File: src/rtl/mul_issue_arbiter_if.sv
// Bundle of every handshake and data signal around the multiplier issue arbiter.
// slave: the arbiter's view; master: the surrounding requesters/multiplier view.
// p_uop_bits is the width of the rv_uop micro-op encoding carried alongside each request.
interface mul_issue_arbiter_if #(
    parameter int p_seq_num_bits = 8,
    parameter int p_max_inflight = 4,
    parameter int p_uop_bits     = 8
);
    logic                        req0_val, req0_rdy;
    logic [31:0]                 req0_pc, req0_op1, req0_op2;
    logic [p_seq_num_bits-1:0]   req0_seq_num;
    logic [4:0]                  req0_waddr;
    logic [p_uop_bits-1:0]       req0_uop;

    logic                        req1_val, req1_rdy;
    logic [31:0]                 req1_pc, req1_op1, req1_op2;
    logic [p_seq_num_bits-1:0]   req1_seq_num;
    logic [4:0]                  req1_waddr;
    logic [p_uop_bits-1:0]       req1_uop;

    logic                        mul_val, mul_rdy;
    logic [31:0]                 mul_pc, mul_op1, mul_op2;
    logic [p_seq_num_bits-1:0]   mul_seq_num;
    logic [4:0]                  mul_waddr;
    logic [p_uop_bits-1:0]       mul_uop;

    logic                        res_val, res_rdy;
    logic [31:0]                 res_pc, res_wdata;
    logic [p_seq_num_bits-1:0]   res_seq_num;
    logic [4:0]                  res_waddr;
    logic                        res_wen;

    logic                        rsp0_val, rsp0_rdy;
    logic [31:0]                 rsp0_pc, rsp0_wdata;
    logic [p_seq_num_bits-1:0]   rsp0_seq_num;
    logic [4:0]                  rsp0_waddr;
    logic                        rsp0_wen;

    logic                        rsp1_val, rsp1_rdy;
    logic [31:0]                 rsp1_pc, rsp1_wdata;
    logic [p_seq_num_bits-1:0]   rsp1_seq_num;
    logic [4:0]                  rsp1_waddr;
    logic                        rsp1_wen;

    logic [$clog2(p_max_inflight):0] inflight;
    logic                        err;

    modport slave (
        input  req0_val, req0_pc, req0_op1, req0_op2, req0_seq_num, req0_waddr, req0_uop,
        input  req1_val, req1_pc, req1_op1, req1_op2, req1_seq_num, req1_waddr, req1_uop,
        output req0_rdy, req1_rdy,
        output mul_val, mul_pc, mul_op1, mul_op2, mul_seq_num, mul_waddr, mul_uop,
        input  mul_rdy,
        input  res_val, res_pc, res_seq_num, res_waddr, res_wdata, res_wen,
        output res_rdy,
        output rsp0_val, rsp0_pc, rsp0_seq_num, rsp0_waddr, rsp0_wdata, rsp0_wen,
        output rsp1_val, rsp1_pc, rsp1_seq_num, rsp1_waddr, rsp1_wdata, rsp1_wen,
        input  rsp0_rdy, rsp1_rdy,
        output inflight, err
    );

    modport master (
        output req0_val, req0_pc, req0_op1, req0_op2, req0_seq_num, req0_waddr, req0_uop,
        output req1_val, req1_pc, req1_op1, req1_op2, req1_seq_num, req1_waddr, req1_uop,
        input  req0_rdy, req1_rdy,
        input  mul_val, mul_pc, mul_op1, mul_op2, mul_seq_num, mul_waddr, mul_uop,
        output mul_rdy,
        output res_val, res_pc, res_seq_num, res_waddr, res_wdata, res_wen,
        input  res_rdy,
        input  rsp0_val, rsp0_pc, rsp0_seq_num, rsp0_waddr, rsp0_wdata, rsp0_wen,
        input  rsp1_val, rsp1_pc, rsp1_seq_num, rsp1_waddr, rsp1_wdata, rsp1_wen,
        output rsp0_rdy, rsp1_rdy,
        input  inflight, err
    );
endinterface

File: src/rtl/mul_issue_arbiter.sv
// Two-requester arbiter in front of a shared multiplier. Issues are granted
// round-robin on ties; an in-order tag FIFO remembers who issued each
// multiply so that results are steered back to the right requester.
module mul_issue_arbiter #(
    parameter int p_seq_num_bits = 8,
    parameter int p_max_inflight = 4
) (
    input logic               clk,
    input logic               rst,
    mul_issue_arbiter_if.slave bus
);
    typedef enum logic {REQ0 = 1'b0, REQ1 = 1'b1} req_id_e;

    localparam int c_ptr_bits = $clog2(p_max_inflight);
    localparam int c_cnt_bits = c_ptr_bits + 1;
    localparam logic [c_cnt_bits-1:0] c_full_cnt = c_cnt_bits'(p_max_inflight);

    req_id_e                   r_tags [p_max_inflight];
    logic [c_ptr_bits-1:0]     r_wr_ptr, r_rd_ptr;
    logic [c_cnt_bits-1:0]     r_count;
    req_id_e                   r_prio;
    logic                      r_err;

    req_id_e                   w_grant, w_head;
    logic                      w_full, w_empty, w_issue, w_pop;
    logic [p_seq_num_bits-1:0] w_mul_seq_num;

    assign w_full  = (r_count == c_full_cnt);
    assign w_empty = (r_count == '0);
    assign w_head  = r_tags[r_rd_ptr];
    assign w_issue = bus.mul_val & bus.mul_rdy;
    assign w_pop   = bus.res_val & bus.res_rdy;

    assign bus.inflight = r_count;
    assign bus.err      = r_err;

    // Grant: a lone valid requester wins; on a tie the priority pointer decides.
    always_comb begin
        w_grant = REQ0;
        if (bus.req0_val && bus.req1_val) begin
            w_grant = r_prio;
        end else if (bus.req1_val) begin
            w_grant = REQ1;
        end
    end

    // Issue path: handshake qualification and pass-through of the granted request.
    always_comb begin
        bus.mul_val  = (bus.req0_val | bus.req1_val) & ~w_full & ~rst;
        bus.req0_rdy = (w_grant == REQ0) & bus.mul_rdy & ~w_full & ~rst;
        bus.req1_rdy = (w_grant == REQ1) & bus.mul_rdy & ~w_full & ~rst;
        bus.mul_pc   = bus.req0_pc;
        bus.mul_op1  = bus.req0_op1;
        bus.mul_op2  = bus.req0_op2;
        w_mul_seq_num = bus.req0_seq_num;
        bus.mul_waddr = bus.req0_waddr;
        bus.mul_uop  = bus.req0_uop;
        if (w_grant == REQ1) begin
            bus.mul_pc    = bus.req1_pc;
            bus.mul_op1   = bus.req1_op1;
            bus.mul_op2   = bus.req1_op2;
            w_mul_seq_num = bus.req1_seq_num;
            bus.mul_waddr = bus.req1_waddr;
            bus.mul_uop   = bus.req1_uop;
        end
        bus.mul_seq_num = w_mul_seq_num;
    end

    // Result path: the FIFO head owner receives the result; fields fan out to both.
    always_comb begin
        bus.rsp0_val = bus.res_val & ~w_empty & (w_head == REQ0) & ~rst;
        bus.rsp1_val = bus.res_val & ~w_empty & (w_head == REQ1) & ~rst;
        bus.res_rdy  = ~w_empty & ~rst &
                       ((w_head == REQ0) ? bus.rsp0_rdy : bus.rsp1_rdy);
        bus.rsp0_pc      = bus.res_pc;
        bus.rsp0_seq_num = bus.res_seq_num;
        bus.rsp0_waddr   = bus.res_waddr;
        bus.rsp0_wdata   = bus.res_wdata;
        bus.rsp0_wen     = bus.res_wen;
        bus.rsp1_pc      = bus.res_pc;
        bus.rsp1_seq_num = bus.res_seq_num;
        bus.rsp1_waddr   = bus.res_waddr;
        bus.rsp1_wdata   = bus.res_wdata;
        bus.rsp1_wen     = bus.res_wen;
    end

    // Tag storage: record the issuing requester at the write pointer.
    always_ff @(posedge clk) begin
        if (w_issue) begin
            r_tags[r_wr_ptr] <= w_grant;
        end
    end

    // Control state: FIFO pointers/count, round-robin pointer and sticky error.
    always_ff @(posedge clk) begin
        if (rst) begin
            r_wr_ptr <= '0;
            r_rd_ptr <= '0;
            r_count  <= '0;
            r_prio   <= REQ0;
            r_err    <= 1'b0;
        end else begin
            if (w_issue) begin
                r_wr_ptr <= r_wr_ptr + c_ptr_bits'(1);
                r_prio   <= (w_grant == REQ0) ? REQ1 : REQ0;
            end
            if (w_pop) begin
                r_rd_ptr <= r_rd_ptr + c_ptr_bits'(1);
            end
            if (w_issue && !w_pop) begin
                r_count <= r_count + c_cnt_bits'(1);
            end else if (!w_issue && w_pop) begin
                r_count <= r_count - c_cnt_bits'(1);
            end
            if (bus.res_val && w_empty) begin
                r_err <= 1'b1;
            end
        end
    end
endmodule

File: src/flat_wrapper.sv
// flat-port wrapper written by rule: the top's interface ports become plain ports
module mul_issue_arbiter_flat 
#(
    parameter int p_seq_num_bits = 8,
    parameter int p_max_inflight = 4
)
  (clk, rst, bus_req0_val, bus_req0_pc, bus_req0_op1, bus_req0_op2, bus_req0_seq_num, bus_req0_waddr, bus_req0_uop, bus_req1_val, bus_req1_pc, bus_req1_op1, bus_req1_op2, bus_req1_seq_num, bus_req1_waddr, bus_req1_uop, bus_req0_rdy, bus_req1_rdy, bus_mul_val, bus_mul_pc, bus_mul_op1, bus_mul_op2, bus_mul_seq_num, bus_mul_waddr, bus_mul_uop, bus_mul_rdy, bus_res_val, bus_res_pc, bus_res_seq_num, bus_res_waddr, bus_res_wdata, bus_res_wen, bus_res_rdy, bus_rsp0_val, bus_rsp0_pc, bus_rsp0_seq_num, bus_rsp0_waddr, bus_rsp0_wdata, bus_rsp0_wen, bus_rsp1_val, bus_rsp1_pc, bus_rsp1_seq_num, bus_rsp1_waddr, bus_rsp1_wdata, bus_rsp1_wen, bus_rsp0_rdy, bus_rsp1_rdy, bus_inflight, bus_err);
  mul_issue_arbiter_if #(.p_seq_num_bits(p_seq_num_bits), .p_max_inflight(p_max_inflight), .p_uop_bits((8))) bus_i ();
  input logic clk;
  input logic rst;
  input wire logic [$bits(bus_i.req0_val)-1:0] bus_req0_val;
  input wire logic [$bits(bus_i.req0_pc)-1:0] bus_req0_pc;
  input wire logic [$bits(bus_i.req0_op1)-1:0] bus_req0_op1;
  input wire logic [$bits(bus_i.req0_op2)-1:0] bus_req0_op2;
  input wire logic [$bits(bus_i.req0_seq_num)-1:0] bus_req0_seq_num;
  input wire logic [$bits(bus_i.req0_waddr)-1:0] bus_req0_waddr;
  input wire logic [$bits(bus_i.req0_uop)-1:0] bus_req0_uop;
  input wire logic [$bits(bus_i.req1_val)-1:0] bus_req1_val;
  input wire logic [$bits(bus_i.req1_pc)-1:0] bus_req1_pc;
  input wire logic [$bits(bus_i.req1_op1)-1:0] bus_req1_op1;
  input wire logic [$bits(bus_i.req1_op2)-1:0] bus_req1_op2;
  input wire logic [$bits(bus_i.req1_seq_num)-1:0] bus_req1_seq_num;
  input wire logic [$bits(bus_i.req1_waddr)-1:0] bus_req1_waddr;
  input wire logic [$bits(bus_i.req1_uop)-1:0] bus_req1_uop;
  output wire logic [$bits(bus_i.req0_rdy)-1:0] bus_req0_rdy;
  output wire logic [$bits(bus_i.req1_rdy)-1:0] bus_req1_rdy;
  output wire logic [$bits(bus_i.mul_val)-1:0] bus_mul_val;
  output wire logic [$bits(bus_i.mul_pc)-1:0] bus_mul_pc;
  output wire logic [$bits(bus_i.mul_op1)-1:0] bus_mul_op1;
  output wire logic [$bits(bus_i.mul_op2)-1:0] bus_mul_op2;
  output wire logic [$bits(bus_i.mul_seq_num)-1:0] bus_mul_seq_num;
  output wire logic [$bits(bus_i.mul_waddr)-1:0] bus_mul_waddr;
  output wire logic [$bits(bus_i.mul_uop)-1:0] bus_mul_uop;
  input wire logic [$bits(bus_i.mul_rdy)-1:0] bus_mul_rdy;
  input wire logic [$bits(bus_i.res_val)-1:0] bus_res_val;
  input wire logic [$bits(bus_i.res_pc)-1:0] bus_res_pc;
  input wire logic [$bits(bus_i.res_seq_num)-1:0] bus_res_seq_num;
  input wire logic [$bits(bus_i.res_waddr)-1:0] bus_res_waddr;
  input wire logic [$bits(bus_i.res_wdata)-1:0] bus_res_wdata;
  input wire logic [$bits(bus_i.res_wen)-1:0] bus_res_wen;
  output wire logic [$bits(bus_i.res_rdy)-1:0] bus_res_rdy;
  output wire logic [$bits(bus_i.rsp0_val)-1:0] bus_rsp0_val;
  output wire logic [$bits(bus_i.rsp0_pc)-1:0] bus_rsp0_pc;
  output wire logic [$bits(bus_i.rsp0_seq_num)-1:0] bus_rsp0_seq_num;
  output wire logic [$bits(bus_i.rsp0_waddr)-1:0] bus_rsp0_waddr;
  output wire logic [$bits(bus_i.rsp0_wdata)-1:0] bus_rsp0_wdata;
  output wire logic [$bits(bus_i.rsp0_wen)-1:0] bus_rsp0_wen;
  output wire logic [$bits(bus_i.rsp1_val)-1:0] bus_rsp1_val;
  output wire logic [$bits(bus_i.rsp1_pc)-1:0] bus_rsp1_pc;
  output wire logic [$bits(bus_i.rsp1_seq_num)-1:0] bus_rsp1_seq_num;
  output wire logic [$bits(bus_i.rsp1_waddr)-1:0] bus_rsp1_waddr;
  output wire logic [$bits(bus_i.rsp1_wdata)-1:0] bus_rsp1_wdata;
  output wire logic [$bits(bus_i.rsp1_wen)-1:0] bus_rsp1_wen;
  input wire logic [$bits(bus_i.rsp0_rdy)-1:0] bus_rsp0_rdy;
  input wire logic [$bits(bus_i.rsp1_rdy)-1:0] bus_rsp1_rdy;
  output wire logic [$bits(bus_i.inflight)-1:0] bus_inflight;
  output wire logic [$bits(bus_i.err)-1:0] bus_err;
  assign bus_i.req0_val = bus_req0_val;
  assign bus_i.req0_pc = bus_req0_pc;
  assign bus_i.req0_op1 = bus_req0_op1;
  assign bus_i.req0_op2 = bus_req0_op2;
  assign bus_i.req0_seq_num = bus_req0_seq_num;
  assign bus_i.req0_waddr = bus_req0_waddr;
  assign bus_i.req0_uop = bus_req0_uop;
  assign bus_i.req1_val = bus_req1_val;
  assign bus_i.req1_pc = bus_req1_pc;
  assign bus_i.req1_op1 = bus_req1_op1;
  assign bus_i.req1_op2 = bus_req1_op2;
  assign bus_i.req1_seq_num = bus_req1_seq_num;
  assign bus_i.req1_waddr = bus_req1_waddr;
  assign bus_i.req1_uop = bus_req1_uop;
  assign bus_req0_rdy = bus_i.req0_rdy;
  assign bus_req1_rdy = bus_i.req1_rdy;
  assign bus_mul_val = bus_i.mul_val;
  assign bus_mul_pc = bus_i.mul_pc;
  assign bus_mul_op1 = bus_i.mul_op1;
  assign bus_mul_op2 = bus_i.mul_op2;
  assign bus_mul_seq_num = bus_i.mul_seq_num;
  assign bus_mul_waddr = bus_i.mul_waddr;
  assign bus_mul_uop = bus_i.mul_uop;
  assign bus_i.mul_rdy = bus_mul_rdy;
  assign bus_i.res_val = bus_res_val;
  assign bus_i.res_pc = bus_res_pc;
  assign bus_i.res_seq_num = bus_res_seq_num;
  assign bus_i.res_waddr = bus_res_waddr;
  assign bus_i.res_wdata = bus_res_wdata;
  assign bus_i.res_wen = bus_res_wen;
  assign bus_res_rdy = bus_i.res_rdy;
  assign bus_rsp0_val = bus_i.rsp0_val;
  assign bus_rsp0_pc = bus_i.rsp0_pc;
  assign bus_rsp0_seq_num = bus_i.rsp0_seq_num;
  assign bus_rsp0_waddr = bus_i.rsp0_waddr;
  assign bus_rsp0_wdata = bus_i.rsp0_wdata;
  assign bus_rsp0_wen = bus_i.rsp0_wen;
  assign bus_rsp1_val = bus_i.rsp1_val;
  assign bus_rsp1_pc = bus_i.rsp1_pc;
  assign bus_rsp1_seq_num = bus_i.rsp1_seq_num;
  assign bus_rsp1_waddr = bus_i.rsp1_waddr;
  assign bus_rsp1_wdata = bus_i.rsp1_wdata;
  assign bus_rsp1_wen = bus_i.rsp1_wen;
  assign bus_i.rsp0_rdy = bus_rsp0_rdy;
  assign bus_i.rsp1_rdy = bus_rsp1_rdy;
  assign bus_inflight = bus_i.inflight;
  assign bus_err = bus_i.err;
  mul_issue_arbiter #(.p_seq_num_bits(p_seq_num_bits), .p_max_inflight(p_max_inflight)) u_core (.clk(clk), .rst(rst), .bus(bus_i));
endmodule
File: config.mk
export PLATFORM = sky130hd
export DESIGN_NAME = mul_issue_arbiter_flat
export DESIGN_NICKNAME = d
export VERILOG_FILES = /design/src/rtl/mul_issue_arbiter_if.sv /design/src/rtl/mul_issue_arbiter.sv /design/src/flat_wrapper.sv
export SDC_FILE = /design/constraint.sdc
export NUM_CORES = 1
export LEC_CHECK = 0
export CAP_MARGIN = 40
export CORE_AREA = 10 10 228 230
export DETAILED_ROUTE_END_ITERATION = 8
export DIE_AREA = 0 0 238 240
export PLACE_DENSITY = 0.39
export SLEW_MARGIN = 10
export SYNTH_ARGS = -nofsm -noshare
export SYNTH_HDL_FRONTEND = slang
export SYNTH_SLANG_ARGS = --single-unit
export TNS_END_PERCENT = 20
File: constraint.sdc
create_clock -name clk -period 3.4 [get_ports clk]
set_input_delay 1.02 -clock clk [delete_from_list [all_inputs] [get_ports clk]]
set_output_delay 1.02 -clock clk [all_outputs]
set_load 0.05 [all_outputs]
# Yosys cells after proc, flatten, opt, wreduce, memory -nomap -nowiden
# Memory sizes are Yosys's and may differ from the RTL's. A register that Yosys moved wholly into a read port is not among the register bits.
# Index checks and enable logic that the tools add are counted.
# totals
memories	1
reg_bits	9
wordCells	58
ramBits	4
output_inout_bits	283
# memory_table
name	words	word_bits	rd	rd_ports_with_merged_regs	write_ports	line	source
u_core.r_tags	4	1	1	1	1	mul_issue_arbiter.sv:18	req_id_e r_tags [p_max_inflight];
# classes
eq_ne	1
mux	16
n_addsub	4
n_reduce_logical	8
bitwise	23
# op_table
op	count
two-way mux 32 bit	3
AND 1 bit	17
two-way mux 8 bit	2
two-way mux 1 bit	6
two-way mux 3 bit	2
two-way mux 5 bit	1
inverter 1 bit	5
adder 2 x 1 -> 2 bit (second input constant)	2
logical AND 1 bit	4
two-way mux 2 bit	2
adder 3 x 1 -> 3 bit (second input constant)	1
equality test 3 bit (second input constant)	1
logical NOT 3 bit	1
subtractor 3 x 1 -> 3 bit (second input constant)	1
logical NOT 1 bit	2
nonzero test 2 bit	1
bitwise OR 1 bit	1

# Depth between registers and ports, before layout
# logic_depth
ltp_word	9
depth_mapped	9

# Least setup slack after synthesis
# OpenSTA, ideal clock, no wires.
# synth_path
kind	input -> output
start	input bus_req0_val
end	output bus_req0_rdy
required_ps	2380
slack_ps	30
cell_stages	6
arrival_ps	2350
n_path_buf	2
cell_sequence	inv_1 -> o21ai_0 -> inv_1 -> clkbuf_1 -> clkbuf_1 -> nor2_1
# synth_via
elab_chain_cells	6
# synth_rtl
item	line	source
from (decl)	flat_wrapper.sv:11	input wire logic [$bits(bus_i.req0_val)-1:0] bus_req0_val;
logical AND 1 bit	mul_issue_arbiter.sv:40	if (bus.req0_val && bus.req1_val) begin
two-way mux 1 bit	mul_issue_arbiter.sv:40	
via u_core.w_grant	mul_issue_arbiter.sv:24	req_id_e w_grant, w_head;
inverter 1 bit	mul_issue_arbiter.sv:50	bus.req0_rdy = (w_grant == REQ0) & bus.mul_rdy & ~w_full & ~rst;
AND 1 bit (3 in a row)	mul_issue_arbiter.sv:50	
to (decl)	flat_wrapper.sv:25	output wire logic [$bits(bus_i.req0_rdy)-1:0] bus_req0_rdy;
# The timed path passes the listed nets, and every way through them passes these cells.

# Worst setup path in the final report
# layout_path
start	input bus_req0_val
end	output bus_mul_op2[9]
# layout_via
elab_chain_cells	3
# layout_rtl
item	line	source
logical AND 1 bit	mul_issue_arbiter.sv:40	
two-way mux 1 bit	mul_issue_arbiter.sv:40	
two-way mux 32 bit	mul_issue_arbiter.sv:58	if (w_grant == REQ1) begin
to (decl)	flat_wrapper.sv:30	output wire logic [$bits(bus_i.mul_op2)-1:0] bus_mul_op2;
# No other way between the ends.

==> metrics.md <==
| Metric | Value |
|---|---|
| VDD IR max | 0.0001393 V |
| Die footprint | 57120 µm² |
| Worst Skew | 0.001046 ns |
| Clk sink count | 15 |
| Vias in the first global route | 4656 |
| Synthesis warning total | 0 |
| Core ar. | 47350 µm² |
| CP required | 2.38 ns |
| Largest net degree at the start of global routing | 33 |
| Cell chain of the critical path | clkdlybuf4s15_2, inv_2, o21ai_4, buf_12, buf_12, buf_16, buf_4, nand2_1, nand2_1, buf_12 |
| Largest family of logic cells by synthesized area | simple AND/OR/NAND/NOR gates |
| Area Growth Syn to Fin | 135.8% |
| Delay of the slowest critical-path stage | 0.19 ns |
| XOR/XNOR Fraction of Synth Area | 0.7761% |
| TritonCTS Buffers | 3 |
| Ports | 603 |
| Clock share of power | 10.5% |
| Combinational share of power | 79.5% |
| RePlAce Congestion | 0.7567 |
| Fraction of the mapped netlist area in compound gates | 0.8130% |
| Detailed Place HPWL | 21740 µm |
| First-pass GRT wire length | 34460 µm |
| DP Area | 7471 µm² |
| Antenna viol nets, final | 0 |
| Crit-path slowest cell | clkdlybuf4s15_2 |
| Least-Margin Pin Slew | 0.5253 ns |
| Clock Pin Slew Worst Setup and Hold Paths | 0.05 ns |
| Adder-cell share of the synthesized area | 2.439% |
| Grt total ovfl | 0 |
| Synth Flop Type | dfxtp_1 |
| Pint | 1.170 mW |
| Avg WL per Cell | 18.04 µm |
| Die Y | 240 µm |
| CP delay by family, top | buffers and inverters |
| Power per cell area | 269.6 nW/µm² |
| CP Capture Type | output pin |
| Initial antenna violation count | 2 |
| Fmax | 0.2984 GHz |
| DR vias | 4359 |
| Sw frac | 45.63% |
| Root Driver | clkbuf_16 |
| Post-Synth Simple-Gate Area | 44.94% |
| CTS Hold Bufs | 0 |
| Status | finished clean |
| Critical path class | primary input to output pin |
| Mean post-synth cell area | 5.596 µm² |
| Static leakage | 3.613 nW |
| Routed WL | 26150 µm |
| DRT Pass-1 Iters | 4 |
| Mapped Nets | 931 |
| I/O Buffers | 368 |
| CP bufs+invs | 7 |
| Final hold vios | 0 |
| Worst setup SP type | primary input |
| Arrival time worst endpoint | 2.33 ns |
| Die X | 238 µm |
| Crit path time final | 3.351 ns |
| Final period util | 98.55% |
| DR iter-0 viols | 123 |
| Pre-CTS setup slack | -0.2335 ns |
| Fin nets | 1161 |
| Sequential share of power | 10.0% |
| TritonCTS clock tree | built |
| HP Class | flop to flop |
| Max FO, Critical Path | 6 |
| Final instance area | 7983 µm² |
| Post-synth ARST share | 0% |
| Post-synthesis mux area share | 2.587% |
| Cell count after synthesis | 605 |
| Vias per cell | 3.006 |
| DRC Markers | 0 |
| Tot GR Track Use | 8.357% |
| CTS H-tree lvls | 1 |
| Seq cells post-synth | 15 |
| Share of layout cells above drive strength 1 | 24.70% |
| Std-Cell Rows | 80 |
| Cell mode on critical path | buf_12 |
| Cells after DPL | 1432 |
| Relative slew slack | 64.87% |
| Fin worst setup slack | 0.04918 ns |
| Mapped Area | 3386 µm² |
| P_sw | 0.9818 mW |
| Layout Cells excl Fill | 1450 |
| Final Slew Violations | 0 |
| Post-synthesis sequential area ratio | 10.05% |
| Setup-failing EPs final | 0 |
| RSZ-0062 raised after global routing | true |
| Clk buf depth | 2 |
| Number of max-cap violations | 0 |
| Netlist cell types | 30 |
| Initial core utilization | 7.151% |
| Worst-skew pair later-pin latency | 0.24 ns |
| Post-synth EDFFs | 4 |
-- layout by cell type, fill, tap and decap left out, drive strengths merged, types with 2 or more instances in the layout --
cell           count
nor3b              3
nand3              2
a21oi              2
nor2               9
edfxtp             4
clkbuf             5
o21ai              2
nand2b             2
nand2            353
inv                6
and2               5
dfxtp             11
nor3               2
bufbuf             2
buf              161
ha                 5
clkdlybuf4s50    243
mux2i              5
xor2               2
-- layer usage --
metal  part of all wire (%)  up-vias  GRT usage (%)
met4                    3.6        2          3.107
met5                  0.027        -              0
li1                       -     2123              -
met3                     15       35          5.427
met2                     53      386          15.86
met1                     29     1813          6.724
-- logic make-up (layout without fill, tap and decap cells) --
| kind of cell | after synthesis | in the layout |
|---|---|---|
| DFF | 15 | 15 |
| muxes | 7 | 7 |
| adders and majority gates | 6 | 6 |
| and+or+nand+nor | 380 | 380 |
| AOI/OAI and AO/OA | 5 | 5 |
| other | 0 | 1 |
| buffers and inverters | 189 | 418 |
| xor gates and xnor gates | 3 | 3 |
-- repair_timing --
item / 4_1_cts / 5_1_grt
resized for setup: 55 / 5
setup buffers: 8 / 0
setup endpoints to repair: 119 / 32
cloned: 6 / 0
pin swaps: 2 / 7
-- per-stage QoR --
| stage | hold WS, ns | util (%) | power, mW | TNS (ns) |
|---|---|---|---|---|
| 5_1_grt | 0.4938 | 16.86 | 2.263 | -0.07537 |
| 4_1_cts | 0.4717 | 16.85 | 2.186 | 0 |
| 2_1_floorplan | 0.4280 | - | 1.451 | 0 |
| 3_5_place_dp | 0.4562 | 15.78 | 1.845 | -19.34 |
| 6_report | 0.4628 | 16.86 | 2.152 | 0 |
| 3_3_place_gp | 0.4506 | 15.78 | 1.848 | -17.11 |
-- power groups by stage --
stage	logic, mW	clock network (mW)	registers [mW]
after floorplan	1.21	0	0.241
after global placement	1.63	0	0.219
after detailed placement	1.63	0	0.219
after CTS	1.73	0.236	0.216
after global routing	1.80	0.246	0.219
final	1.71	0.227	0.215
-- cell usage after synthesis, types with 3 or more instances --
library cell  number  area [µm²]
clkbuf_1          23       86.33
buf_2              4       20.02
edfxtp_1           4       120.1
dfxtp_1           11       220.2
mux2i_1            5       50.05
buf_4            156        1171
nand2_1          352        1321
nor3b_2            3       37.54
ha_1               5       62.56
and2_1             4       25.02
inv_1              6       22.52
nor2_1             9       33.78
-- worst paths after layout --
kind | endpoint | startpoint | slack, ns | cells past startpoint
setup / recovery | bus_mul_op2[9] | bus_req0_val | 0.05 | 10
hold / removal | u_core.r_rd_ptr[1] | u_core.r_rd_ptr[1] | 0.46 | 1
setup reg to reg | u_core.bus.inflight[2] | flop | 0.83 | 9
hold reg to reg | u_core.r_rd_ptr[1] | u_core.r_rd_ptr[1] | 0.46 | 1
-- worst register-to-register path: stages, from the launching register on --
cell and delay [ns]:
dfxtp_1 0.33, mux4_2 0.53, mux2_4 0.35, nand2_4 0.09
ha_1 0.17, inv_1 0.05, fa_1 0.37, xor2_1 0.15
or3_1 0.30, a21oi_1 0.15
-- final cells by class --
type                            count  area [µm²]
Sequential cell                    15       340.3
Fill cell                        5346       39360
Multi-Input combinational cell    401        1824
Clock buffer                        4       78.83
Tap cell                          615       769.5
Inverter                            6       35.03
Antenna cell                        1       2.502
Timing Repair Buffer              408        4932
Power figures use the tool's default switching activity.
==> variant (config.mk and constraints unchanged) <==
`p_seq_num_bits` is set to 8 in 3 places; all go to 10.
--- a/src/rtl/mul_issue_arbiter_if.sv
+++ b/src/rtl/mul_issue_arbiter_if.sv
@@ -2,7 +2,7 @@
 // slave: the arbiter's view; master: the surrounding requesters/multiplier view.
 // p_uop_bits is the width of the rv_uop micro-op encoding carried alongside each request.
 interface mul_issue_arbiter_if #(
-    parameter int p_seq_num_bits = 8,
+    parameter int p_seq_num_bits = 10,
     parameter int p_max_inflight = 4,
     parameter int p_uop_bits     = 8
 );
--- a/src/rtl/mul_issue_arbiter.sv
+++ b/src/rtl/mul_issue_arbiter.sv
@@ -2,7 +2,7 @@
 // round-robin on ties; an in-order tag FIFO remembers who issued each
 // multiply so that results are steered back to the right requester.
 module mul_issue_arbiter #(
-    parameter int p_seq_num_bits = 8,
+    parameter int p_seq_num_bits = 10,
     parameter int p_max_inflight = 4
 ) (
     input logic               clk,
--- a/src/flat_wrapper.sv
+++ b/src/flat_wrapper.sv
@@ -1,7 +1,7 @@
 // flat-port wrapper written by rule: the top's interface ports become plain ports
 module mul_issue_arbiter_flat 
 #(
-    parameter int p_seq_num_bits = 8,
+    parameter int p_seq_num_bits = 10,
     parameter int p_max_inflight = 4
 )
   (clk, rst, bus_req0_val, bus_req0_pc, bus_req0_op1, bus_req0_op2, bus_req0_seq_num, bus_req0_waddr, bus_req0_uop, bus_req1_val, bus_req1_pc, bus_req1_op1, bus_req1_op2, bus_req1_seq_num, bus_req1_waddr, bus_req1_uop, bus_req0_rdy, bus_req1_rdy, bus_mul_val, bus_mul_pc, bus_mul_op1, bus_mul_op2, bus_mul_seq_num, bus_mul_waddr, bus_mul_uop, bus_mul_rdy, bus_res_val, bus_res_pc, bus_res_seq_num, bus_res_waddr, bus_res_wdata, bus_res_wen, bus_res_rdy, bus_rsp0_val, bus_rsp0_pc, bus_rsp0_seq_num, bus_rsp0_waddr, bus_rsp0_wdata, bus_rsp0_wen, bus_rsp1_val, bus_rsp1_pc, bus_rsp1_seq_num, bus_rsp1_waddr, bus_rsp1_wdata, bus_rsp1_wen, bus_rsp0_rdy, bus_rsp1_rdy, bus_inflight, bus_err);
Ports: changed (6 resized); port bits go from 603 to 615. No check against the original RTL was run, so the function may have changed too.
==> variant against the unedited design <==
- count of clock-buffer cells in the layout shrank 1
- via count increased by 2.2%
- total power grew 1.7%
- synthesized area up 1.6%
- sequential cell count stayed put
- cell area rose by 0.99%
- setup slack improved by 43 ps
- fmax increased by 1.3%
- cell count grew 0.55%
- routed wire length rose by 0.51%
- highest routed layer unchanged
==> variant: results (changes against the unedited design) <==
| Metric | Value |
|---|---|
| Status | `finished, final reports clean` |
| Multi-input combinational cell count | `407 (+1.5%)` |
| Critical-path top delay cell | `dlygate4sd2_1` |
| Critical path endpoint | `bus_mul_op1[17]` |
| Fill cell count | `5,354 (+0.15%)` |
| Top post-synthesis cells by count | `nand2_1 (358), buf_4 (160), clkbuf_1 (23)` |
| Signal buffers | `411 (+0.74%)` |
| Grt met1 use | `7.46% (+0.73 points)` |
| Vias | `4,456 (+2.2%)` |
| DP HPWL | `22.2 mm (+2.1%)` |
| Final-stage net count | `1,176 (+1.3%)` |
| Worst Path Arrival | `2290 ps (-40 ps)` |
| Crit Path Max Fanout | `11 (+5)` |
| M1 wire length | `7.99 mm (+6.3%)` |
| Yosys cell types | `31 (+3.3%)` |
| Synth area leaders | `nand2_1 (39%), buf_4 (35%), dfxtp_1 (6.4%), edfxtp_1 (3.5%), clkbuf_1 (2.5%)` |
| Xor-xnor portion of the synthesized cell area | `0.764% (-0.012 points)` |
| CP startpoint | `bus_req1_val` |
| WL met3 | `4.20 mm (+7.1%)` |
| Compound-Gate Fraction of Synth Area | `0.801% (-0.012 points)` |
| Leakage power | `0.00365 uW (+1.1%)` |
| Share of cells above drive strength 1 | `24.2% (-0.50 points)` |
| Antenna violations before repair | `0 (-2)` |
| First-pass GRT wire length | `35.1 mm (+1.9%)` |
| Sequential area share after synthesis | `9.90% (-0.15 points)` |
| Final non-filler cell area | `8060 um2 (+0.99%)` |
| Seq cells | `15 (unchanged)` |
[variant: changes by cell type after synthesis]
| cell | change |
|---|---|
| buf_4 | +4 |
| nand2_1 | +6 |
| o21ai_0 | -1 |
| o21ai_1 | +1 |
[variant: per-stage QoR]
step | cells | worst slack (ps)
2_1_floorplan | 615 | 61.5
3_3_place_gp | 1445 | -249
3_5_place_dp | 1445 | -268
4_1_cts | 1457 | -1.61
5_1_grt | 1458 | 27.9
6_report | 1458 | 92.5
[variant: logic make-up (layout without fill, tap and decap cells)]
logic type,after synthesis,after routing
DFF,15,15
AOI/OAI and AO/OA,5,5
xor gates and xnor gates,3,3
buffers and inverters,193,421
muxes,7,7
adders and majority gates,6,6
and+or+nand+nor,386,386
[variant: how the worst min path moves through the flow]
stage	to	slack (ps)	depth (start not counted)
floorplan	flop	430	1
global placement	flop	450	1
detailed placement	u_core.r_rd_ptr[1]	470	1
CTS	u_core.r_rd_ptr[1]	470	1
global route	u_core.r_rd_ptr[1]	500	1
finish	u_core.r_rd_ptr[1]	470	1
